**src/rtl/tx_arbiter_pkg.sv**
```systemverilog
// Shared link constants, command headers and arbiter state encoding for the
// serial TX arbiter.
package tx_arbiter_pkg;

  localparam int TX_CMD_BITS = 2;

  // Zero is the idle value on the link, so no command header may use it.
  localparam logic [TX_CMD_BITS-1:0] TX_HEADER_WRITE_8  = 2'd1;
  localparam logic [TX_CMD_BITS-1:0] TX_HEADER_READ_16  = 2'd2;
  localparam logic [TX_CMD_BITS-1:0] TX_HEADER_WRITE_16 = 2'd3;

  typedef enum logic [1:0] {
    TX_ARB_IDLE    = 2'd0,
    TX_ARB_HEADER  = 2'd1,
    TX_ARB_PAYLOAD = 2'd2
  } tx_arb_state_t;

  function automatic logic is_half_length(input logic [TX_CMD_BITS-1:0] cmd);
    return cmd == TX_HEADER_WRITE_8;
  endfunction

endpackage

```
**src/rtl/tx_grant.sv**
```systemverilog
// Combinational grant select between scheduler and prefetcher.
// With TX_ARB_ALTERNATE_EN defined, contested grants alternate after a scheduler win.
module tx_grant (
  input  logic sched_valid,
  input  logic pf_valid,
  input  logic reserve_tx,
`ifdef TX_ARB_ALTERNATE_EN
  input  logic last_sched,
`endif
  output logic grant_sched,
  output logic grant_pf
);

  always_comb begin
    grant_sched = 1'b0;
    grant_pf    = 1'b0;
`ifdef TX_ARB_ALTERNATE_EN
    if (sched_valid && pf_valid && !reserve_tx && last_sched)
      grant_pf = 1'b1;
    else
`endif
    if (sched_valid)
      grant_sched = 1'b1;
    else if (pf_valid && !reserve_tx)
      grant_pf = 1'b1;
  end

endmodule

```
**src/rtl/tx_arbiter.sv**
```systemverilog
// Serial TX link arbiter: grant in IDLE, one header cycle, then N payload cycles.
// Optional alternation between requesters is enabled by TX_ARB_ALTERNATE_EN.
module tx_arbiter
  import tx_arbiter_pkg::*;
#(
  parameter int NSHIFT         = 2,
  parameter int PAYLOAD_CYCLES = 8,
  localparam int CW            = $clog2(PAYLOAD_CYCLES) + 1
) (
  input  logic                   clk,
  input  logic                   reset,
  input  logic                   sched_valid,
  input  logic [TX_CMD_BITS-1:0] sched_command,
  input  logic [NSHIFT-1:0]      sched_data,
  input  logic                   reserve_tx,
  output logic                   sched_started,
  output logic                   sched_data_next,
  input  logic                   pf_valid,
  input  logic [NSHIFT-1:0]      pf_data,
  output logic                   pf_started,
  output logic                   pf_data_next,
  output logic                   tx_active,
  output logic                   tx_owner,
  output logic [CW-1:0]          tx_counter,
  output logic                   tx_done,
  output logic [NSHIFT-1:0]      tx_pins,
  output tx_arb_state_t          dbg_state
);

  tx_arb_state_t          state;
  logic [TX_CMD_BITS-1:0] cmd_q;
  logic                   grant_sched;
  logic                   grant_pf;
  logic                   in_idle;
  logic                   in_payload;

`ifdef TX_ARB_ALTERNATE_EN
  logic last_sched;
`endif

  tx_grant u_grant (
    .sched_valid (sched_valid),
    .pf_valid    (pf_valid),
    .reserve_tx  (reserve_tx),
`ifdef TX_ARB_ALTERNATE_EN
    .last_sched  (last_sched),
`endif
    .grant_sched (grant_sched),
    .grant_pf    (grant_pf)
  );

  assign in_idle    = (state == TX_ARB_IDLE);
  assign in_payload = (state == TX_ARB_PAYLOAD);

  // Grants are only honoured in IDLE and never while reset is held.
  assign sched_started   = in_idle && !reset && grant_sched;
  assign pf_started      = in_idle && !reset && grant_pf;
  assign sched_data_next = in_payload && tx_owner;
  assign pf_data_next    = in_payload && !tx_owner;
  assign tx_active       = !in_idle;
  assign tx_done         = in_payload && !reset && (tx_counter == CW'(1));
  assign dbg_state       = state;

  always_comb begin
    tx_pins = '0;
    case (state)
      TX_ARB_HEADER:  tx_pins = NSHIFT'(cmd_q);
      TX_ARB_PAYLOAD: tx_pins = tx_owner ? sched_data : pf_data;
      default:        tx_pins = '0;
    endcase
  end

  always_ff @(posedge clk) begin
    if (reset) begin
      state      <= TX_ARB_IDLE;
      cmd_q      <= '0;
      tx_owner   <= 1'b0;
      tx_counter <= '0;
`ifdef TX_ARB_ALTERNATE_EN
      last_sched <= 1'b0;
`endif
    end else begin
      case (state)
        TX_ARB_IDLE: begin
          if (grant_sched || grant_pf) begin
            state    <= TX_ARB_HEADER;
            tx_owner <= grant_sched;
            cmd_q    <= grant_sched ? sched_command : TX_HEADER_READ_16;
`ifdef TX_ARB_ALTERNATE_EN
            last_sched <= grant_sched;
`endif
          end
        end
        TX_ARB_HEADER: begin
          // An invalid (zero) command falls through to the full length.
          tx_counter <= is_half_length(cmd_q) ? CW'(PAYLOAD_CYCLES / 2)
                                              : CW'(PAYLOAD_CYCLES);
          state      <= TX_ARB_PAYLOAD;
        end
        TX_ARB_PAYLOAD: begin
          tx_counter <= tx_counter - CW'(1);
          if (tx_counter == CW'(1))
            state <= TX_ARB_IDLE;
        end
        default: state <= TX_ARB_IDLE;
      endcase
    end
  end

  a_sched_cmd_nonzero : assert property (
    @(posedge clk) disable iff (reset) sched_started |-> (sched_command != '0)
  );

endmodule

```
**config.mk**
```make
export PLATFORM = sky130hd
export DESIGN_NAME = tx_arbiter
export DESIGN_NICKNAME = d
export VERILOG_FILES = /design/src/rtl/tx_arbiter_pkg.sv /design/src/rtl/tx_grant.sv /design/src/rtl/tx_arbiter.sv
export SDC_FILE = /design/constraint.sdc
export NUM_CORES = 1
export LEC_CHECK = 0
export ABC_AREA = 1
export BUFFER_PORTS_ARGS = -buffer_cell sky130_fd_sc_hd__buf_2
export CAP_MARGIN = 20
export CORE_MARGIN = 2
export CORE_UTILIZATION = 40
export CTS_CLUSTER_DIAMETER = 100
export DETAILED_ROUTE_END_ITERATION = 6
export PLACE_DENSITY = 0.72
export SETUP_SLACK_MARGIN = 0.02
export SLEW_MARGIN = 10
export SYNTH_ARGS = -nofsm -noshare
export SYNTH_HDL_FRONTEND = slang
export SYNTH_SLANG_ARGS = --single-unit
export TNS_END_PERCENT = 20
```
**constraint.sdc**
```tcl
create_clock -name clk -period 1.15 [get_ports clk]
set_input_delay 0.1725 -clock clk [delete_from_list [all_inputs] [get_ports clk]]
set_output_delay 0.1725 -clock clk [all_outputs]
set_load 0.005 [all_outputs]
```
* Yosys cells after proc, flatten, opt, wreduce, memory -nomap -nowiden
Index checks and enable logic that the tools add are counted.
Cells by class: add/subtract/negate cells 1, multiply operators 0, divide/modulo/power cells 0, $lt $le $gt $ge 0, equal/unequal tests 6, shift-type cells 0, multiplexer cells 11, bitwise logic cells 0, reductions and logical operators 17
Operators with widths (number):
- $logic_and A1 B1 Y1 | 8
- $mux W2 | 4
- $pmux W4 S2 | 1
- $pmux W2 S3 | 1
- $eq A2 B1 Y1 const B | 2
- $eq A4 B1 Y1 const B | 1
- $logic_not A1 Y1 | 4
- $mux W4 | 1
- $ne A2 B1 Y1 const B | 2
- $pmux W2 S2 | 1
- $reduce_and A2 Y1 | 2
- $sub A4 B1 Y4 const B | 1
- $mux W1 | 3
- $eq A2 B2 Y1 const B | 1
- $logic_not A2 Y1 | 1
- $reduce_bool A2 Y1 | 1
- $logic_or A1 B1 Y1 | 1
Word-level totals: register bits after elaboration 9, latch bits 0, RAM bits 0, bits in read-only memories 0, bits of input ports 11, memories kept 0

* Logic depth before layout (Yosys ltp)
Gate-level depths: netlist of run 1.
depth after elaboration 7, mapped depth 8, mapped depth without buffers 8

* Modules after synthesis
From an unflattened synthesis of run 1, not the netlist that was laid out.
Second synthesis, totals: cell total of the unflattened synthesis 94, area, all modules 611.8 sq um
Modules (own cells, without submodules):
- tx_arbiter | times used 1, cells an instance 90, area each 590.6 sq um, sequential area each 180.2 sq um
- tx_grant | times used 1, cells an instance 4, area each 21.3 sq um, sequential area each 0.0 sq um

* Worst setup path before layout of run 1
Ideal clock, no wire load.
path kind register to output, start point register state[0] (netlist: dbg_state[0]), end point output tx_pins[0], arrival time 1.053 ns, required time 0.978 ns, slack -0.076 ns, stages on the path, launching flop included 9, path through dfxtp_1 inv_1 ha_1 nand2_1 inv_1 nand2_1 nand3_1 nand2_1 inv_1
On the way: cells in the longest elaborated chain, start to end 2, elaborated cells on any way between the ends 3
Ends and longest elaborated chain:
- start, declared | RTL line tx_arbiter.sv:30 | tx_arb_state_t state;
- start signal, assigned | RTL line tx_arbiter.sv:75 | state <= TX_ARB_IDLE;
- start signal, assigned | RTL line tx_arbiter.sv:86 | state <= TX_ARB_HEADER;
- start signal, assigned | RTL line tx_arbiter.sv:98 | state <= TX_ARB_PAYLOAD;
- $eq A2 B2 Y1 / $eq A2 B1 Y1 (equally long branches) | RTL line tx_arbiter.sv:66 | case (state)
- $pmux W2 S2 (*) | RTL line tx_arbiter.sv:66
- end, declared | RTL line tx_arbiter.sv:26 | output logic [NSHIFT-1:0] tx_pins,
Every way passes the cells marked *; elsewhere a longest branch is shown, timed or not.

* Final worst setup path of run 1
start point register state[0] (netlist: dbg_state[0]), end point output tx_pins[1]
The elaborated chain is that of the path after synthesis.

==> results of run 1 <==
-- registers in the layout (all words and copies together) (netlist names) --
register / flops
tx_owner: 1
dbg_state: 2
cmd_q: 2
tx_counter: 4
-- placed cells by master (no fill, tap or decap), drive strengths merged --
master	instances
nand3	8
a21oi	7
nor3	2
nor2	8
o21ai	4
inv	16
nand2	29
dfxtp	9
clkbuf	4
buf	33
ha	6
a2bb2oi	1
-- synth_stat cells --
master and n:
nor2_2 1, nand2_2 1, a2bb2oi_1 1, nand3_1 8
inv_1 15, nand2_1 28, ha_1 6, a21oi_1 6
nor2_1 7, a21oi_2 1, dfxtp_1 9, inv_2 1
nor3_1 2, o21ai_0 3, o21ai_1 1
-- worst max-delay path, cell delays in order (launching register included) --
cell,delay (ns)
dfxtp_4,0.37
inv_4,0.04
buf_4,0.13
ha_4,0.28
nand2_1,0.05
inv_1,0.04
buf_2,0.10
-- final timing paths --
path	from	end	slack [ns]	cells past startpoint
min	sched_command[1]	cmd_q[1]	0.16	3
min reg2reg	cmd_q[0]	cmd_q[0]	0.49	2
max	dbg_state[0]	tx_pins[1]	-0.31	6
max reg2reg	dbg_state[0]	tx_counter[2]	-0.12	7
-- layout make-up --
cell class	instances	area [um2]
tap	15	18.8
clock buffer	4	26.3
multi-input combinational	65	423
inverter	16	65.1
fill	122	408
timing repair buffer	33	189
sequential	9	188
-- metal layers --
layer	wire length, um	global-route usage [%]	vias up
met1	738	21.7	323
met3	94	8.19	0
li1	-	-	354
met4	0	3.87	0
met5	0	0	-
met2	882	32.2	20
-- through the flow --
stage               setup WS, ns  cells
floorplan                 0.0259     90
global placement         -0.0421    136
detailed placement       -0.0681    136
CTS                       -0.306    140
global route              -0.377    142
finish                    -0.308    142
-- repair_timing --
action	in CTS	in global routing
cloned	0	0
pin swaps	2	4
hold endpoints to repair	0	0
gates resized for setup	8	18
setup endpoints to repair	14	15
buffers inserted	0	2
-- kinds of logic (layout without fill, tap and decap cells) --
group / after synthesis / in the layout / share of synthesized area (%)
AOI/OAI and AO/OA: 12 / 12 / 11.7
adders and majority gates: 6 / 6 / 13.0
buffers and inverters: 16 / 53 / 10.4
DFF: 9 / 9 / 31.2
and+or+nand+nor: 47 / 47 / 33.6
-- power by group through the flow --
| stage | sequential [W] | clock (W) | combinational, W |
|---|---|---|---|
| after floorplan | 0.000476 | 0 | 0.000497 |
| after global placement | 0.000469 | 0 | 0.000770 |
| after detailed placement | 0.000475 | 0 | 0.000791 |
| after CTS | 0.000481 | 0.000258 | 0.000834 |
| after global routing | 0.000500 | 0.000280 | 0.00107 |
| final | 0.000490 | 0.000254 | 0.000971 |
==> impl_metrics.py, run 1 <==
metrics = {
    "floorplan": {
        "die_x_um": 42.0,
        "dieHeight_um": 42.0,
        "die-area_um2": 1760,
        "ios": 26,
        "core_um2": 1320,
        "initial_utilization_pct": 43.8,
        "rows": 13,
    },
    "pwr": {
        "p_seq_share_pct": 28.6,
        "power_density_nw_per_um2": 1880,
        "total_power_w": 0.00171,
        "power_leakage_nw": 0.484,
        "swShare_pct": 42.2,
        "p_sw_w": 0.000724,
        "ir_worst_vdd_mv": 1.17,
        "pwr-share-comb_pct": 56.7,
        "clockPowerShare_pct": 14.8,
        "p_int_w": 0.000991,
    },
    "finish": {
        "drive_above_1_share_pct": 49.6,
        "postLayoutCoreUtil_pct": 69.0,
        "nets": 145,
        "area_growth_pct": 57.7,
        "final_area_um2": 910,
        "n_antenna_cell": 0,
    },
    "cts": {
        "clk_pin_slew_worst_paths_ns": 0.07,
        "clkSinkCount": 9,
        "cts_tree": "yes",
        "root_buffer": "clkbuf_4",
        "insertion_delay_ns": 0.27,
        "cts_buffer_depth": 2,
        "h-tree-depth": 1,
        "postCtsHoldBufs": 0,
        "numCtsBuffers": 3,
    },
    "place": {
        "placed_cell_area_um2": 797,
        "hpwl_mm": 1.24,
        "port_buffers": 25,
        "gp_congestion": 0.833,
    },
    "synthesis": {
        "netlist.area_leader.share_pct": 31.2,
        "netlist_area_um2": 577,
        "synth_cells": 90,
        "ys_seq_area_share_pct": 31.2,
        "yosys.area.top_type": "dfxtp_1",
        "synth_nets": 107,
        "synth-seq-cells": 9,
        "yosysWarnings": 0,
        "syn_area_per_cell_um2": 6.41,
        "synth.area.top_cells": "dfxtp_1, nand2_1, ha_1",
        "synth_cell_types": 15,
    },
    "sta": {
        "fin_ws_ns": -0.308,
        "fin_setup_tns_ns": -2.17,
        "rsz0062_at_grt": "yes",
        "tightest_slew_ns": 0.212,
        "fmax_ghz": 0.686,
        "setup_violations": 13,
        "max-slew-margin-rel_pct": 85.9,
        "finalClockSkew_ns": 0.00530,
        "drv_slew": 0,
        "whs_ns": 0.159,
        "min_period_over_period_pct": 127,
        "final.min_clock_period_ns": 1.46,
        "hold_viol": 0,
    },
    "drt": {
        "viasPerCell": 4.91,
        "totalWireLength_mm": 1.72,
        "drt-initial-drc-count": 11,
        "ant_nets": 0,
        "dr.pass1.iters": 4,
        "drc": 0,
        "vias": 697,
        "post_drt_wl_per_cell_um": 12.1,
    },
    "global_routing": {
        "overflow": 0,
        "grt_pass1_vias": 619,
        "antenna_found_initial": 0,
        "track_usage_pct": 18.9,
        "grt_first_pass_wirelength_mm": 2.50,
        "grt_max_degree": 8,
    },
    "worst_setup_path": {
        "worstPathRequired_ns": 0.98,
        "arrival_ns": 1.29,
        "critPathKind": "flop to output port",
        "crit_path_start_kind": "flop",
        "path_max_fanout": 6,
        "end_kind": "output port",
    },
    "run_status": {
        "violations": "setup timing",
        "outcome": "finished with violations",
    },
    "flow_run": {
        "max-cap-violations": 0,
    },
    "min_path": {
        "hold_class": "primary input to flop",
    },
}
No activity file was read; power rests on OpenSTA's default activity.
==> run 2: changes to the inputs <==
- CORE_UTILIZATION: 40 -> 41
- PLACE_DENSITY: 0.72 -> 0.73
- SYNTH_HIERARCHICAL: default -> 1
==> run 2 against run 1 <==
  * The flow still finishes with violations (setup timing)
  * Via count rose by 2.2%
  * Area after synthesis rose by 6.1%
  * Clock skew fell by 0.0029 ns
  * Power fell by 10%
  * Sequential share of layout area fell by 0.55 points
  * Sequential power fell by 7.1%
  * Critical path depth rose by 4
  * Die area rose by 3.1%
  * Synthesized cell count rose by 4.4%
  * Clock-buffer cell count did not move
  * Maximum frequency fell by 8.1%
  * Clock power rose by 8.3%
  * Critical endpoint unchanged
  * Largest cell class unchanged
==> impl_metrics.py, run 2 <==
metrics = {
    "finish": {
        "drive_above_1_share_pct": 45.0,
        "nets": 150,
        "postLayoutCoreUtil_pct": 68.3,
        "multi_input_area_um2": 408,
        "largest_reg_flops": 4,
        "area_growth_pct": 50.7,
        "top_register": "tx_counter",
        "seq_area_um2": 185,
        "final_area_um2": 922,
        "fillers": 112,
        "most-common-layout-cells": "nand2_1, buf_2, inv_1, buf_4, a21oi_1",
        "n_antenna_cell": 0,
    },
    "synthesis": {
        "async_flop_share_pct": 0,
        "synth.most_common_cell": "nand2_1",
        "ys.flop_type": "dfxtp_1",
        "synth_common_cells": "nand2_1, inv_1, a21oi_1, dfxtp_1, nand3_1",
        "synth-edff-count": 0,
        "synth_nets": 112,
        "synth_cell_types": 17,
        "yosys.area.top_type": "dfxtp_1",
        "netlist.area_leader.share_pct": 29.4,
        "synth.area.top_cells": "dfxtp_1, nand2_1, ha_1",
        "yosysWarnings": 6,
        "netlist_area_um2": 612,
        "synth_cells": 94,
        "synth-seq-cells": 9,
        "syn_area_per_cell_um2": 6.51,
        "ys_seq_area_share_pct": 29.4,
    },
    "sta": {
        "fin_ws_ns": -0.436,
        "finalClockSkew_ns": 0.00237,
        "setup_violations": 14,
        "min_period_over_period_pct": 138,
        "hold_viol": 0,
        "final.min_clock_period_ns": 1.59,
        "tightest_slew_ns": 0.262,
        "rsz0062_at_grt": "yes",
        "drv_slew": 0,
        "max-slew-margin-rel_pct": 82.5,
        "fmax_ghz": 0.630,
    },
    "floorplan": {
        "die_x_um": 42.6,
        "core_um2": 1350,
        "rows": 13,
        "initial_utilization_pct": 45.3,
        "ios": 26,
        "die-area_um2": 1820,
        "dieHeight_um": 42.6,
    },
    "worst_setup_path": {
        "end_kind": "output port",
        "arrival_ns": 1.41,
        "worstPathRequired_ns": 0.98,
        "crit_path_start_kind": "flop",
        "path_max_fanout": 3,
        "critPathKind": "flop to output port",
    },
    "cts": {
        "clkSinkCount": 9,
        "root_buffer": "clkbuf_4",
        "numCtsBuffers": 3,
        "cts_buffer_depth": 2,
        "cts_tree": "yes",
        "insertion_delay_ns": 0.27,
        "h-tree-depth": 1,
        "clk_pin_slew_worst_paths_ns": 0.07,
    },
    "run_status": {
        "violations": "setup timing",
        "outcome": "finished with violations",
    },
    "drt": {
        "viasPerCell": 4.88,
        "totalWireLength_mm": 1.69,
        "drt-initial-drc-count": 13,
        "dr.pass1.iters": 5,
        "vias": 712,
        "ant_nets": 0,
        "post_drt_wl_per_cell_um": 11.6,
        "drc": 0,
    },
    "global_routing": {
        "grtUsageMet2_pct": 31.8,
        "grt_first_pass_wirelength_mm": 2.70,
        "grt_pass1_vias": 615,
        "grt_max_degree": 12,
        "busiest_layer": "met2",
        "use_met1_pct": 24.3,
        "overflow": 0,
        "antenna_found_initial": 0,
        "track_usage_pct": 19.6,
        "gr-usage-met3_pct": 3.88,
    },
    "min_path": {
        "hold_class": "primary input to flop",
    },
    "pwr": {
        "ir_worst_vdd_mv": 0.847,
        "power_leakage_nw": 0.492,
        "total_power_w": 0.00154,
        "power_density_nw_per_um2": 1670,
    },
    "place": {
        "dp_slack_ns": -0.183,
        "port_buffers": 25,
        "hpwl_mm": 1.14,
        "placed_cell_area_um2": 803,
        "gp_congestion": 0.766,
    },
    "flow_run": {
        "max-cap-violations": 0,
    },
}
## run 2: cell types whose count changed after synthesis, sizes merged, moves of 2 or more
cell / change
nor2: -4
nand2: -3
a21oi: +2
buf: +2
inv: +2
## run 2: stage by stage
stage | instances | hold WS, ns | TNS, ns
finish | 146 | 0.171 | -2.61
global route | 146 | 0.171 | -3.55
CTS | 145 | 0.173 | -2.06
detailed placement | 138 | 0.456 | -0.929
global placement | 138 | 0.450 | -0.703
floorplan | 94 | 0.337 | -0.486
## run 2: worst max-delay path, stage by stage, from the launching register on
cell and delay, ns:
dfxtp_2 0.33, inv_2 0.07, ha_4 0.15, inv_2 0.04, or2_1 0.21, inv_2 0.06
nand2_1 0.04, nand3_1 0.06, nand2_1 0.05, inv_1 0.04, buf_2 0.10
## run 2: kinds of logic (layout without fill, tap and decap cells)
family | after synthesis | count (layout) | synth area share, %
DFF | 9 | 9 | 29.4
xor gates and xnor gates | 1 | 1 | 1.43
adders and majority gates | 7 | 7 | 14.3
and+or+nand+nor | 43 | 43 | 29.7
AOI/OAI and AO/OA | 13 | 13 | 11.0
buffers and inverters | 21 | 58 | 14.1
## run 2: final timing paths
| path | from | end | slack (ns) | cells after the start |
|---|---|---|---|---|
| setup / recovery | dbg_state[0] | tx_pins[1] | -0.44 | 10 |
| hold / removal | sched_command[0] | cmd_q[0] | 0.17 | 3 |
| setup reg to reg | dbg_state[0] | dbg_state[0] | -0.16 | 9 |
| hold reg to reg | tx_counter[0] | tx_counter[0] | 0.48 | 1 |
## run 2: area by class of cell
cell class              instances  area share (%)
clock buffers                   4            2.85
inverters                      18            7.60
multi-input cells              64            44.2
flip-flops and latches          9            20.1
well taps                      15            2.04
repair buffers                 36            23.2
## run 2: per-layer routing
metal / wire, um / vias to the layer above
li1: - / 364
met1: 741 / 323
met2: 826 / 21
met3: 93 / 4
met4: 30 / 0
met5: 0 / -
## run 2: power by group
group          total (W)  internal, W  switching, W
Sequential      0.000455     0.000383     0.0000716
Combinational   0.000813     0.000400      0.000413
Clock           0.000275     0.000134      0.000140
## run 2: timing repair
item	in CTS	in global routing
gates cloned	0	0
pin swaps	4	1
endpoints found under the setup margin	16	17
buffers inserted	3	2
hold buffers	0	0
gates resized for setup	13	5
endpoints found under the hold margin	0	0
